--- src/rtl/convertidor.sv ---
`default_nettype none
// ============================================================================
// Module      : convertidor
// Description : Serial-to-parallel byte packer for the PHY receive datapath.
//               Gathers bytes from in_data on enabled CLK edges and packs them
//               into an 8/16/32-bit word selected by PCLK. The completed word
//               appears on OUT_DATA (zero-extended). The partial word and the
//               index of the next byte slot are exported for debug.
//               The slot index port is named bit_idx because "bit" is a
//               reserved word in SystemVerilog.
//               Optional macro CONV_VALID_EN adds a registered VALID output
//               that pulses high on every edge that completes a word.
// Revision    : 1.0 - initial release
// ============================================================================
module convertidor #(
    parameter logic [31:0] RESET_WORD = 32'h0000_0000
) (
    input  logic        CLK,
    input  logic        RESET,
    input  logic        ENB,
    input  logic [1:0]  PCLK,
    input  logic [7:0]  in_data,
    output logic [31:0] OUT_DATA,
    output logic [1:0]  bit_idx,
    output logic [31:0] part
`ifdef CONV_VALID_EN
    ,
    output logic        VALID
`endif
);

    localparam logic [1:0] C_LAST_8  = 2'd0;
    localparam logic [1:0] C_LAST_16 = 2'd1;
    localparam logic [1:0] C_LAST_32 = 2'd3;

    logic [1:0]  w_last;        // slot index that finishes a word in this mode
    logic        w_complete;    // this edge consumes the final byte of a word
    logic [31:0] w_merged;      // part with the current slot replaced by in_data
    logic [31:0] w_keep_mask;   // keeps slots 0..bit_idx, clears the rest
    logic [31:0] w_word;        // completed word, upper slots forced to zero

    // Decode the final slot index for the mode sampled on this edge
    always_comb begin
        w_last = C_LAST_32;
        case (PCLK)
            2'b00:   w_last = C_LAST_8;
            2'b01:   w_last = C_LAST_16;
            default: w_last = C_LAST_32;
        endcase
    end

    // A word completes when the slot being filled is at or past the final
    // slot; covers a narrowing mode change in the middle of a word
    assign w_complete = ENB && (bit_idx >= w_last);

    // Insert the incoming byte into its slot and mask off the slots above it
    always_comb begin
        w_merged    = part;
        w_keep_mask = 32'h0000_00FF;
        case (bit_idx)
            2'd0: begin
                w_merged[7:0]   = in_data;
                w_keep_mask     = 32'h0000_00FF;
            end
            2'd1: begin
                w_merged[15:8]  = in_data;
                w_keep_mask     = 32'h0000_FFFF;
            end
            2'd2: begin
                w_merged[23:16] = in_data;
                w_keep_mask     = 32'h00FF_FFFF;
            end
            default: begin
                w_merged[31:24] = in_data;
                w_keep_mask     = 32'hFFFF_FFFF;
            end
        endcase
        w_word = w_merged & w_keep_mask;
    end

    // Packing state: accumulate into part, publish on completion, hold when idle
    always_ff @(posedge CLK or posedge RESET) begin
        if (RESET) begin
            OUT_DATA <= RESET_WORD;
            part     <= RESET_WORD;
            bit_idx  <= 2'd0;
        end else if (ENB) begin
            if (w_complete) begin
                OUT_DATA <= w_word;
                part     <= 32'h0000_0000;
                bit_idx  <= 2'd0;
            end else begin
                part     <= w_merged;
                bit_idx  <= bit_idx + 2'd1;
            end
        end
    end

`ifdef CONV_VALID_EN
    // One-cycle strobe for every completed word; stays high for back-to-back words
    always_ff @(posedge CLK or posedge RESET) begin
        if (RESET) begin
            VALID <= 1'b0;
        end else begin
            VALID <= w_complete;
        end
    end
`endif

endmodule
`default_nettype wire

--- config.mk ---
export PLATFORM = sky130hd
export DESIGN_NAME = convertidor
export DESIGN_NICKNAME = d
export VERILOG_FILES = /design/src/rtl/convertidor.sv
export SDC_FILE = /design/constraint.sdc
export NUM_CORES = 1
export LEC_CHECK = 0
export ABC_AREA = 1
export ABC_CLOCK_PERIOD_IN_PS = 4270
export BUFFER_PORTS_ARGS = -buffer_cell sky130_fd_sc_hd__clkbuf_2
export CAP_MARGIN = 30
export CELL_PAD_IN_SITES_DETAIL_PLACEMENT = 0
export CELL_PAD_IN_SITES_GLOBAL_PLACEMENT = 1
export CORE_UTILIZATION = 41
export DETAILED_ROUTE_END_ITERATION = 12
export PLACE_DENSITY_LB_ADDON = 0.1
export SLEW_MARGIN = 20
export SYNTH_ARGS = -nofsm -noshare
export SYNTH_HDL_FRONTEND = slang
export SYNTH_SLANG_ARGS = --single-unit
export TNS_END_PERCENT = 50
--- constraint.sdc ---
create_clock -name CLK -period 4.27 [get_ports CLK]
set_input_delay 0.2135 -clock CLK [delete_from_list [all_inputs] [get_ports CLK]]
set_output_delay 0.2135 -clock CLK [all_outputs]
set_load 0.02 [all_outputs]
# After elaboration in Yosys (flattened, before gate mapping)
# Cells that the tools add are included.
[word_totals]
regBits = 66
inputBits = 13
output_inout_bits = 66
wordCells = 22
[classes]
add_sub_neg = 1
n_lt_le_gt_ge = 1
n_eq_ne = 3
n_mux = 8
n_bitwise = 1
reduce_logical = 5
[op_table]
columns = ["cell", "count"]
rows = [
  ["one-hot mux 32 bit (3 select lines)", 1],
  ["bitwise AND 32 bit", 1],
  ["2-to-1 mux 32 bit", 1],
  ["2-to-1 mux 8 bit", 4],
  ["== test 2 x 1 -> 1 bit (second input constant)", 2],
  ["zero test 2 bit", 2],
  ["one-hot mux 2 bit (2 select lines)", 1],
  ["OR reduction 3 bit", 1],
  ["adder 2 x 1 -> 2 bit (second input constant)", 1],
  ["== test 2 bit (second input constant)", 1],
  [">= comparator 2 bit", 1],
  ["2-to-1 mux 2 bit", 1],
  ["AND reduction 2 bit", 1],
  ["logical AND 1 bit", 1],
]

# Depth between registers and ports, before layout
[logic_depth]
word_depth = 5
ltp_mapped = 9
depth_no_buf = 8

# Least setup slack after synthesis
# Ideal clock, no wire load.
[synth_timing]
kind = "register to register"
start = "reg bit_idx[0]"
end = "reg OUT_DATA[16]"
setup_ps = 117
t_arrival_ps = 1530
t_required_ps = 4153
setup_slack_ps = 2623
stages_incl_launch_ff = 9
path_buffers = 2
synth_period_minus_slack_ps = 1647
path_cell_list = "dfrtp_1 > inv_1 > ha_1 > nand2_1 > nand3_2 > buf_6 > buf_4 > nand3_1 > nand2_1"
[synth_between]
elab_chain_cells = 3
word_cells_on_any_way = 9
classes_between = "order compare: 1; eq/ne: 2; mux: 2; bitwise: 1; reduce/logical: 3"
[synth_rtl]
columns = ["item", "line_no", "source"]
rows = [
  ["start: declaration", "24", "output logic [1:0] bit_idx,"],
  ["start signal: assignment", "94", "bit_idx <= bit_idx + 2'd1;"],
  ["== test 2 bit (tied with other cells)", "60", "case (bit_idx)"],
  ["one-hot mux 32 bit (3 select lines) (tied with other cells)", "60", ""],
  ["bitwise AND 32 bit or AND reduction 2 bit (tied branches)", "n/a", ""],
  ["end signal: assignment", "89", "OUT_DATA <= w_word;"],
  ["end: declaration", "23", "output logic [31:0] OUT_DATA,"],
]
# Several ways; a longest one is shown, not always the timed one.
# A chain may end at the register's enable or synchronous reset.

# Worst setup path after layout
[layout_timing]
start = "reg bit_idx[0]"
end = "reg part[30]"
[layout_between]
elab_chain_cells = 4
word_cells_on_any_way = 8
classes_between = "order compare: 1; eq/ne: 2; mux: 2; reduce/logical: 3"
[layout_rtl]
columns = ["item", "line_no", "source"]
rows = [
  ["== test 2 bit (tied with other cells)", "60", ""],
  ["OR reduction 3 bit (no line)", "n/a", ""],
  ["2-to-1 mux 8 bit", "60", ""],
  ["2-to-1 mux 32 bit (*)", "88", "if (w_complete) begin"],
  ["end signal: assignment", "93", "part <= w_merged;"],
  ["end: declaration", "25", "output logic [31:0] part"],
]
# Every way passes the cells marked *; elsewhere a longest branch is shown, timed or not.

==> impl_metrics.env <==
export IMPL_status="complete, no violations"
export IMPL_crit_fanout=33
export IMPL_clkSinkCount=66
export IMPL_cts_root_buf="clkbuf_8"
export IMPL_via_per_inst=4.78
export IMPL_hp_class="in -> reg"
export IMPL_rsz0062_at_grt="no"
export IMPL_ys_top_cells_by_area="dfrtp_1 49%, nand2_1 19%, o21ai_0 5.8%"
export IMPL_period_needed_ns=1.92
export IMPL_antenna_found_initial=0
export IMPL_power_leakage_nw=2.16
export IMPL_synth_cell_area_sq_um=3340
export IMPL_worst_pin_slew_ns=0.804
export IMPL_cts_clk_slew_worst_paths_ns=0.07
export IMPL_grt_pass1_wl_um=13800
export IMPL_hpwlAfterDp_um=5430
export IMPL_critPathMaxStageDelay_ns=0.49
export IMPL_setup_worst_path_start_class="flop"
export IMPL_vias=2936
export IMPL_timing_hold_ws_ns=0.204
export IMPL_endpoint_kind="flop"
export IMPL_htree_num_levels=3
export IMPL_synth_edff_count=0
export IMPL_cpMaxStageDelayCell="nand2_2"
export IMPL_synth_top_area_share_pct=49.5
export IMPL_synthFlopType="dfrtp_1"
export IMPL_grt_ovfl_total=0
export IMPL_synthDistinctLibCells=20
export IMPL_critPathKind="reg -> reg"
export IMPL_synth_commonest_cells="173 x nand2_1, 66 x dfrtp_1, 51 x nor2_1"
export IMPL_die_h_um=92.3
export IMPL_grt_usage_pct=21.2
export IMPL_rr_worst_depth=7
export IMPL_routed_wl_um=8490
export IMPL_dieWidth_um=92.3
export IMPL_slew_limit_headroom_pct=46.4
export IMPL_worst_ep_required_time_ns=4.54
export IMPL_reg2reg_from="bit_idx[0]"
export IMPL_gp_congestion=0.763
export IMPL_yosys_area_top_type="dfrtp_1"
export IMPL_crit_arrival_ns=2.19
export IMPL_hold_path_end="part[29]"
export IMPL_finalNetCount=527
export IMPL_r2r_slack_ns=2.35
export IMPL_whs_path_depth=3
export IMPL_crit_start="bit_idx[0]"
export IMPL_antennaDiodeCount=0
export IMPL_drv_cap=0
export IMPL_wl_per_cell_um=13.8
export IMPL_synth_seq_area_share_pct=49.5
export IMPL_cts_buffers=9
export IMPL_yosysMostFrequentCell="nand2_1"
export IMPL_critical_path_cell_chain="inv_1, ha_1, nand2_1, nand3_2, nand2_2, inv_1, nor2_1"
export IMPL_vdd_drop_max_mv=0.586
export IMPL_skew_ns=0.0112
export IMPL_row_count=32
export IMPL_fmax_mhz=520
export IMPL_syn_to_final_growth_pct=16.0
export IMPL_synth_nets=462
export IMPL_clock_latency_ns=0.34
export IMPL_drt_first_iter_violations=140
export IMPL_final_hold_viol_count=0
export IMPL_final_cells=614
export IMPL_power_density_nw_per_um2=742
export IMPL_core_area_sq_um=7810
export IMPL_setup_viol=0
export IMPL_cts_setup_buffers=0
export IMPL_async_flop_share_pct=100
export IMPL_ys_warn_count=0
export IMPL_postRouteAntennaNets=0
export IMPL_drcViolationCount=0
export IMPL_dp_cells=597
export IMPL_min_period_over_period_pct=45.0
export IMPL_netlist_instances=443
export IMPL_total_power_mw=2.88
export IMPL_final_util_pct=49.6
export IMPL_fin_tns_setup_ns=0
export IMPL_drive_gt1_share_pct=19.9
export IMPL_cts_tree="yes"
export IMPL_initial_core_util_pct=42.8
export IMPL_dieArea_sq_um=8510
export IMPL_slew_viol_final=0
export IMPL_grt_max_degree=67
export IMPL_syn_area_per_cell_sq_um=7.54
export IMPL_numPortBuffers=78
export IMPL_ios=79
export IMPL_cts_buffer_depth=2
export IMPL_synth_seq_cells=66
export IMPL_grt_pass1_vias=2682
export IMPL_path_common_cell="inv_1"
export IMPL_drtPass1Iterations=5
export IMPL_r2r_end="part[30]"
export IMPL_hold_path_startpoint="in_data[5]"
-- how the worst max path moves through the flow --
stage | endpoint | slack [ns]
3_3_place_gp | part[30] | 2.32
3_5_place_dp | part[30] | 2.27
4_1_cts | part[30] | 2.30
6_report | part[30] | 2.35
2_1_floorplan | OUT_DATA[0] | 2.40
5_1_grt | OUT_DATA[2] | 2.15
-- cells by family after synthesis --
family	after synthesis	synth area share, %
adders and majority gates	6	2.25
buffers and inverters	55	8.62
and+or+nand+nor	261	31.4
DFF	66	49.5
AOI/OAI and AO/OA	55	8.24
-- cells in the final DEF, fill, tap and decap left out --
| master | n |
|---|---|
| a21oi_1 | 5 |
| buf_16 | 1 |
| buf_4 | 2 |
| clkbuf_1 | 2 |
| clkbuf_2 | 78 |
| clkbuf_8 | 9 |
| clkinv_2 | 4 |
| dfrtp_1 | 66 |
| dlygate4sd3_1 | 1 |
| ha_1 | 6 |
| inv_1 | 24 |
| inv_2 | 3 |
| nand2_1 | 173 |
| nand2_2 | 1 |
| nand3_1 | 29 |
| nand3_2 | 1 |
| nand3b_1 | 3 |
| nand4_2 | 1 |
| nor2_1 | 51 |
| o21ai_0 | 39 |
| o21ai_1 | 11 |
| or2_2 | 2 |
-- critical path, delay by kind of cell, from the launching register on --
kind,cells,cell delay (ns)
simple gates,4,0.82
flops,1,0.44
buf+inv,2,0.28
fa+ha+maj,1,0.29
-- metal layers --
layer	global-route usage (%)	share of wire, %	vias to the layer above
li1	-	-	1511
met1	30.0	49	1343
met5	0	0	-
met3	4.56	5.3	6
met4	5.86	0.90	0
met2	32.9	44	76
-- sequential cells by signal, indices dropped and copies added (netlist names) --
register  flops
OUT_DATA     32
part         32
bit_idx       2
-- where the power goes --
part | leakage (nW) | total, mW | switching, mW | internal, mW
combinational | 1.19 | 1.38 | 0.960 | 0.419
sequential | 0.885 | 1.06 | 0.187 | 0.871
clock | 0.0827 | 0.440 | 0.236 | 0.204
total | 2.16 | 2.88 | 1.38 | 1.49
-- through the flow --
stage               instance area, sq um  worst slack [ns]
floorplan                           3340              2.40
global placement                    3690              2.32
detailed placement                  3690              2.27
CTS                                 3840              2.30
global route                        3870              2.15
finish                              3870              2.35
-- repair_timing --
| action | in CTS | in global routing |
|---|---|---|
| hold endpoints to repair | 0 | 21 |
| hold buffers | 0 | 1 |
| resized for setup | 0 | 0 |
-- layout make-up --
cell class	count	area [sq um]
clock inverters	4	20.0
clock buffers	11	131
flip-flops and latches	66	1650
well taps	102	128
inverters	27	101
fillers	845	3930
multi-input cells	322	1400
repair buffers	82	443
Note: power is estimated with default switching activity, not from simulation.
